**config.mk**
```make
export PLATFORM = sky130hd
export DESIGN_NAME = ct_f_spsram_1024x64_req
export DESIGN_NICKNAME = d
export VERILOG_FILES = /design/src/rtl/ct_f_spsram_1024x64_req.sv
export SDC_FILE = /design/constraint.sdc
export NUM_CORES = 1
export LEC_CHECK = 0
export BUFFER_PORTS_ARGS = -buffer_cell sky130_fd_sc_hd__buf_4
export CORE_AREA = 5 5 137 139
export CTS_CLUSTER_DIAMETER = 150
export DETAILED_ROUTE_END_ITERATION = 7
export DIE_AREA = 0 0 142 144
export GPL_ROUTABILITY_DRIVEN = 1
export PLACE_DENSITY_LB_ADDON = 0.25
export SYNTH_ARGS = -nofsm -noshare
export SYNTH_HDL_FRONTEND = slang
export SYNTH_SLANG_ARGS = --single-unit
```
**constraint.sdc**
```tcl
create_clock -name CLK -period 4.9 [get_ports CLK]
set_input_delay 0.245 -clock CLK [delete_from_list [all_inputs] [get_ports CLK]]
set_output_delay 0.245 -clock CLK [all_outputs]
set_load 0.01 [all_outputs]
```
**src/rtl/ct_f_spsram_1024x64_req.sv**
```systemverilog
// Request-side controller for the ct_f_spsram_1024x64 single-port array.
// Clears the whole array after reset. Then it maps a valid/ready request stream
// onto the SRAM's active-low CEN/GWEN/WEN pins and returns read data through a
// one-entry response register.
module ct_f_spsram_1024x64_req #(
    parameter int unsigned           ADDR_WIDTH = 10,
    parameter int unsigned           DATA_WIDTH = 64,
    parameter logic [DATA_WIDTH-1:0] INIT_VALUE = '0
) (
    input  logic                    CLK,
    input  logic                    RST,
    input  logic                    req_vld,
    output logic                    req_rdy,
    input  logic                    req_wr,
    input  logic [ADDR_WIDTH-1:0]   req_addr,
    input  logic [DATA_WIDTH-1:0]   req_wdata,
    input  logic [DATA_WIDTH/8-1:0] req_bwe,
    output logic                    rsp_vld,
    input  logic                    rsp_rdy,
    output logic [DATA_WIDTH-1:0]   rsp_rdata,
    output logic                    init_done,
    output logic [ADDR_WIDTH-1:0]   A,
    output logic                    CEN,
    output logic                    GWEN,
    output logic [DATA_WIDTH-1:0]   WEN,
    output logic [DATA_WIDTH-1:0]   D,
    input  logic [DATA_WIDTH-1:0]   Q
);

    localparam int unsigned NumBytes = DATA_WIDTH / 8;

    typedef enum logic [1:0] {StInit, StIdle, StRdWait, StRsp} state_e;

    state_e                state_q, state_d;
    logic [ADDR_WIDTH-1:0] cnt_q, cnt_d;
    logic [ADDR_WIDTH-1:0] addr_q, addr_d;
    logic                  init_done_q, init_done_d;
    logic                  rsp_vld_q, rsp_vld_d;
    logic [DATA_WIDTH-1:0] rsp_rdata_q, rsp_rdata_d;
    logic                  rd_acc, wr_acc;

    assign init_done = init_done_q;
    assign rsp_vld   = rsp_vld_q;
    assign rsp_rdata = rsp_rdata_q;

    // Handshake qualification; RST gates it so no request slips in during reset.
    always_comb begin
        req_rdy = !RST && init_done_q && (state_q != StRdWait) && (!rsp_vld_q || rsp_rdy);
        rd_acc  = req_vld && req_rdy && !req_wr;
        wr_acc  = req_vld && req_rdy && req_wr;
    end

    // State and datapath registers, synchronous reset.
    always_ff @(posedge CLK) begin
        if (RST) begin
            state_q     <= StInit;
            cnt_q       <= '0;
            addr_q      <= '0;
            init_done_q <= 1'b0;
            rsp_vld_q   <= 1'b0;
            rsp_rdata_q <= '0;
        end else begin
            state_q     <= state_d;
            cnt_q       <= cnt_d;
            addr_q      <= addr_d;
            init_done_q <= init_done_d;
            rsp_vld_q   <= rsp_vld_d;
            rsp_rdata_q <= rsp_rdata_d;
        end
    end

    // Next-state logic: init sweep, read launch, response hold and release.
    always_comb begin
        state_d     = state_q;
        cnt_d       = cnt_q;
        init_done_d = init_done_q;
        rsp_vld_d   = rsp_vld_q;
        rsp_rdata_d = rsp_rdata_q;
        unique case (state_q)
            StInit: begin
                cnt_d = cnt_q + 1'b1;
                if (cnt_q == {ADDR_WIDTH{1'b1}}) begin
                    state_d     = StIdle;
                    init_done_d = 1'b1;
                end
            end
            StIdle: begin
                if (rd_acc) state_d = StRdWait;
            end
            StRdWait: begin
                // Q is valid this cycle for the read launched last cycle.
                rsp_rdata_d = Q;
                rsp_vld_d   = 1'b1;
                state_d     = StRsp;
            end
            StRsp: begin
                if (rsp_rdy) begin
                    rsp_vld_d = 1'b0;
                    state_d   = rd_acc ? StRdWait : StIdle;
                end
            end
            default: state_d = StInit;
        endcase
    end

    // SRAM pin drive: init write, accepted write/read, otherwise idle with A held.
    always_comb begin
        CEN    = 1'b1;
        GWEN   = 1'b1;
        WEN    = '1;
        D      = '0;
        A      = addr_q;
        if (RST) begin
            A = '0;
        end else if (state_q == StInit) begin
            CEN  = 1'b0;
            GWEN = 1'b0;
            WEN  = '0;
            A    = cnt_q;
            D    = INIT_VALUE;
        end else if (wr_acc) begin
            // All-zero mask still takes the access but writes nothing.
            CEN  = 1'b0;
            GWEN = ~|req_bwe;
            for (int unsigned b = 0; b < NumBytes; b++) begin
                WEN[b*8 +: 8] = {8{~req_bwe[b]}};
            end
            A    = req_addr;
            D    = req_wdata;
        end else if (rd_acc) begin
            CEN = 1'b0;
            A   = req_addr;
        end
        addr_d = A;
    end

endmodule

```
==> results.md <==
* Status: finished clean
* Net Count, Synth at 736
* Final Hold Fails at 0
* Slew @ Worst Pin at 0.8422 ns
* Clock Tree Root: clkbuf_16
* Post-synth EDFFs at 0
* Worst Path Max Fanout at 13
* NumNets Final at 1010
* Routed Antenna Nets at 0
* Clk sinks at 88
* CORE AREA at ~0.018 mm2
* Critical path class: flop to output pin
* CTS Buf Count at 9
* Main combinational cell family by area after synthesis: simple AND/OR/NAND/NOR gates
* Non-Filler Instances at 1094
* Global route overflow at 0
* Count of final setup violators at 0
* H-tree depth at 3
* Setup crit end kind: output pin
* Number of I/O pins at between 300 and 400
* Clk_lat worst skew at 0.34 ns
* Rows at 49
* Cells after synthesis at slightly below 600
* RePlAce Congestion at 0.8378
* Hold Crit Class: primary input to flop
* Crit path required time at about 4.7 ns
* Clock transition at path regs at 0.06 ns
* Post-synthesis async set-or-reset flop share at 0%
* Highest ir drop seen on vdd at ~0.00016 V
* Skew final at 0.006186 ns
* Commonest non-fill, non-tap cells in the layout: 364 x buf_4, 136 x nand2_1, 88 x dfxtp_1
* P_leak at 3.206 nW
* CP Launch Type: flop
* XOR/XNOR share of the synthesized area at 0.3856%
* DR DRC count at 0
* Largest net degree at the start of global routing at 76
* Yosys warns at 0
* Max clock buf depth at 2
* Vias in the first global route at 4602
* Setup TNS at 0 ns
* GRT Util Overall at 15.86%
* Final core occ at 41.60%
* Cts repair resizes at 0
* Post-Synth Adder-Cell Area at less than 1%
* Worst setup margin at 2.107 ns
* Crit path time final at 2.793 ns
* Yosys reg bits at 88
* Die area at 0.02045 mm2
* DP Cell Count at 1076
* Avg Cell Area, Syn at about 8 um2
* First-pass GRT wire length at 25630 um
* Initial Util at about a quarter
* Via density at around 4.5
* Final wirelength at 17870 um
* Maximum clock frequency at 358.1 MHz
* Multiplexer share of the synthesized area at 0%
* Power density over the cells at 233.9 mW/mm2
* Tot Pwr at 1.706 mW
* Dpl ws at 2.326 ns
* Initial antenna violation count at 3
* Iteration count of the initial detailed-routing pass at 4
* Mapped cell area at 0.004543 mm2
* Max cap viols at 0
* Vias at 4941
* Fin. max-slew vios at 0
* Top_reg_cell synth: dfxtp_1
* Synth cell types at 36
* RSZ-0062 raised after global routing: false
* Layout overhead on the synthesized area at 60.56%
* Setup Fix Bufs, Post-CTS at 0
* Seq/Total Area, Yosys at 38.78%
* Synth Area in Simple Gates at just under 30%
* Layout cell share with drive strength beyond 1 at 44.43%
* 1st-iter DRT viols at 222
* Final HPWL DP at ~14000 um
* Synth Area in Compound Gates at 17.98%
* Die span in x at ~140 um
* Commonest non-fill, non-tap cell in the layout: buf_4
* Period utilisation layout at 57.00%
* TritonCTS clock tree: done
* IO buf count at 357
* Hold_buf cts at 0
* Die Ht at 144 um
* Routed wire length per instance at 16.34 um
* CP arrival at ~2.6 ns
* Slew HR at a little over two fifths
==> worst paths after layout <==
kind,cells after the start,from,endpoint,slack (ns)
setup reg to reg,5,state_q[0]$_SDFFE_PP0P_,rsp_rdata[26]$_SDFFE_PP0P_,2.67
setup / recovery,4,init_done$_SDFFE_PP0P_,WEN[2],2.11
hold / removal,3,Q[3],rsp_rdata[3]$_SDFFE_PP0P_,0.15
hold reg to reg,2,rsp_rdata[30]$_SDFFE_PP0P_,rsp_rdata[30]$_SDFFE_PP0P_,0.45
==> worst max-delay path, cell delays in order (launching register included) <==
cell	delay (ns)
dfxtp_1	0.39
nand2b_1	0.33
nor4_2	0.76
a21oi_1	0.45
buf_4	0.27
==> per-layer routing <==
| layer | GRT usage (%) | vias up | routed length [um] |
|---|---|---|---|
| li1 | - | 2481 | - |
| met1 | 16.84 | 2232 | 6400 |
| met2 | 29.44 | 202 | 9610 |
| met3 | 4.101 | 26 | 1364 |
| met4 | 7.121 | 0 | 498 |
| met5 | 0 | - | 0 |
==> power breakdown <==
group,total [mW],switching [mW],leakage [nW],internal (mW)
registers,0.723,0.00412,0.709,0.719
clock network,0.788,0.278,0.163,0.510
logic,0.195,0.0755,2.33,0.120
total,1.71,0.357,3.21,1.35
==> area by class of cell <==
| cell class | count | area (um2) |
|---|---|---|
| flip-flops and latches | 88 | 1762 |
| repair buffers | 364 | 2733 |
| clock buffers | 12 | 246.5 |
| clock inverters | 3 | 90.09 |
| inverters | 2 | 7.507 |
| fillers | 1845 | 10240 |
| multi-input cells | 393 | 2162 |
| diodes | 3 | 7.507 |
| well taps | 229 | 286.5 |
==> Yosys cell counts, types with 2 or more instances <==
library cell  number  area [um2]
nand2b_1           3       18.77
nor2b_1           12       75.07
nand4_1           12       75.07
nor3_1             2       10.01
and4_1             2       17.52
clkbuf_1          25       93.84
o31ai_1           13       97.59
a21oi_1           82       410.4
a41oi_1            2       17.52
o21ai_0            5       25.02
nor2_1             6       22.52
dfxtp_1           88        1762
buf_2             13       65.06
clkbuf_2           7       35.03
nand2_1          136       510.5
or4_1              3       22.52
nor4_1             2       12.51
nand3_1            2       10.01
a211oi_1          11       82.58
xnor2_1            2       17.52
a311oi_1          20       175.2
and2_1            64       400.4
buf_4             56       420.4
or3_1              4       25.02
==> registers in the layout, indices dropped and copies added (netlist names) <==
name / cells
init_done: 1
rsp_vld: 1
state_q: 2
cnt_q: 10
rsp_rdata: 64
addr_q: 10
==> per-stage QoR <==
step	area [um2]	hold slack, ns
after global placement	6950	0.4423
after floorplan	4543	0.3810
final	7295	0.1504
after detailed placement	6950	0.4480
after CTS	7287	0.1366
after global routing	7295	0.1414
==> cell families after synthesis <==
family	count (synthesis)
simple gates	256
compound gates	134
buf+inv	103
flops	88
xor+xnor	2
fa+ha+maj	1
Power figures use the tool's default switching activity.
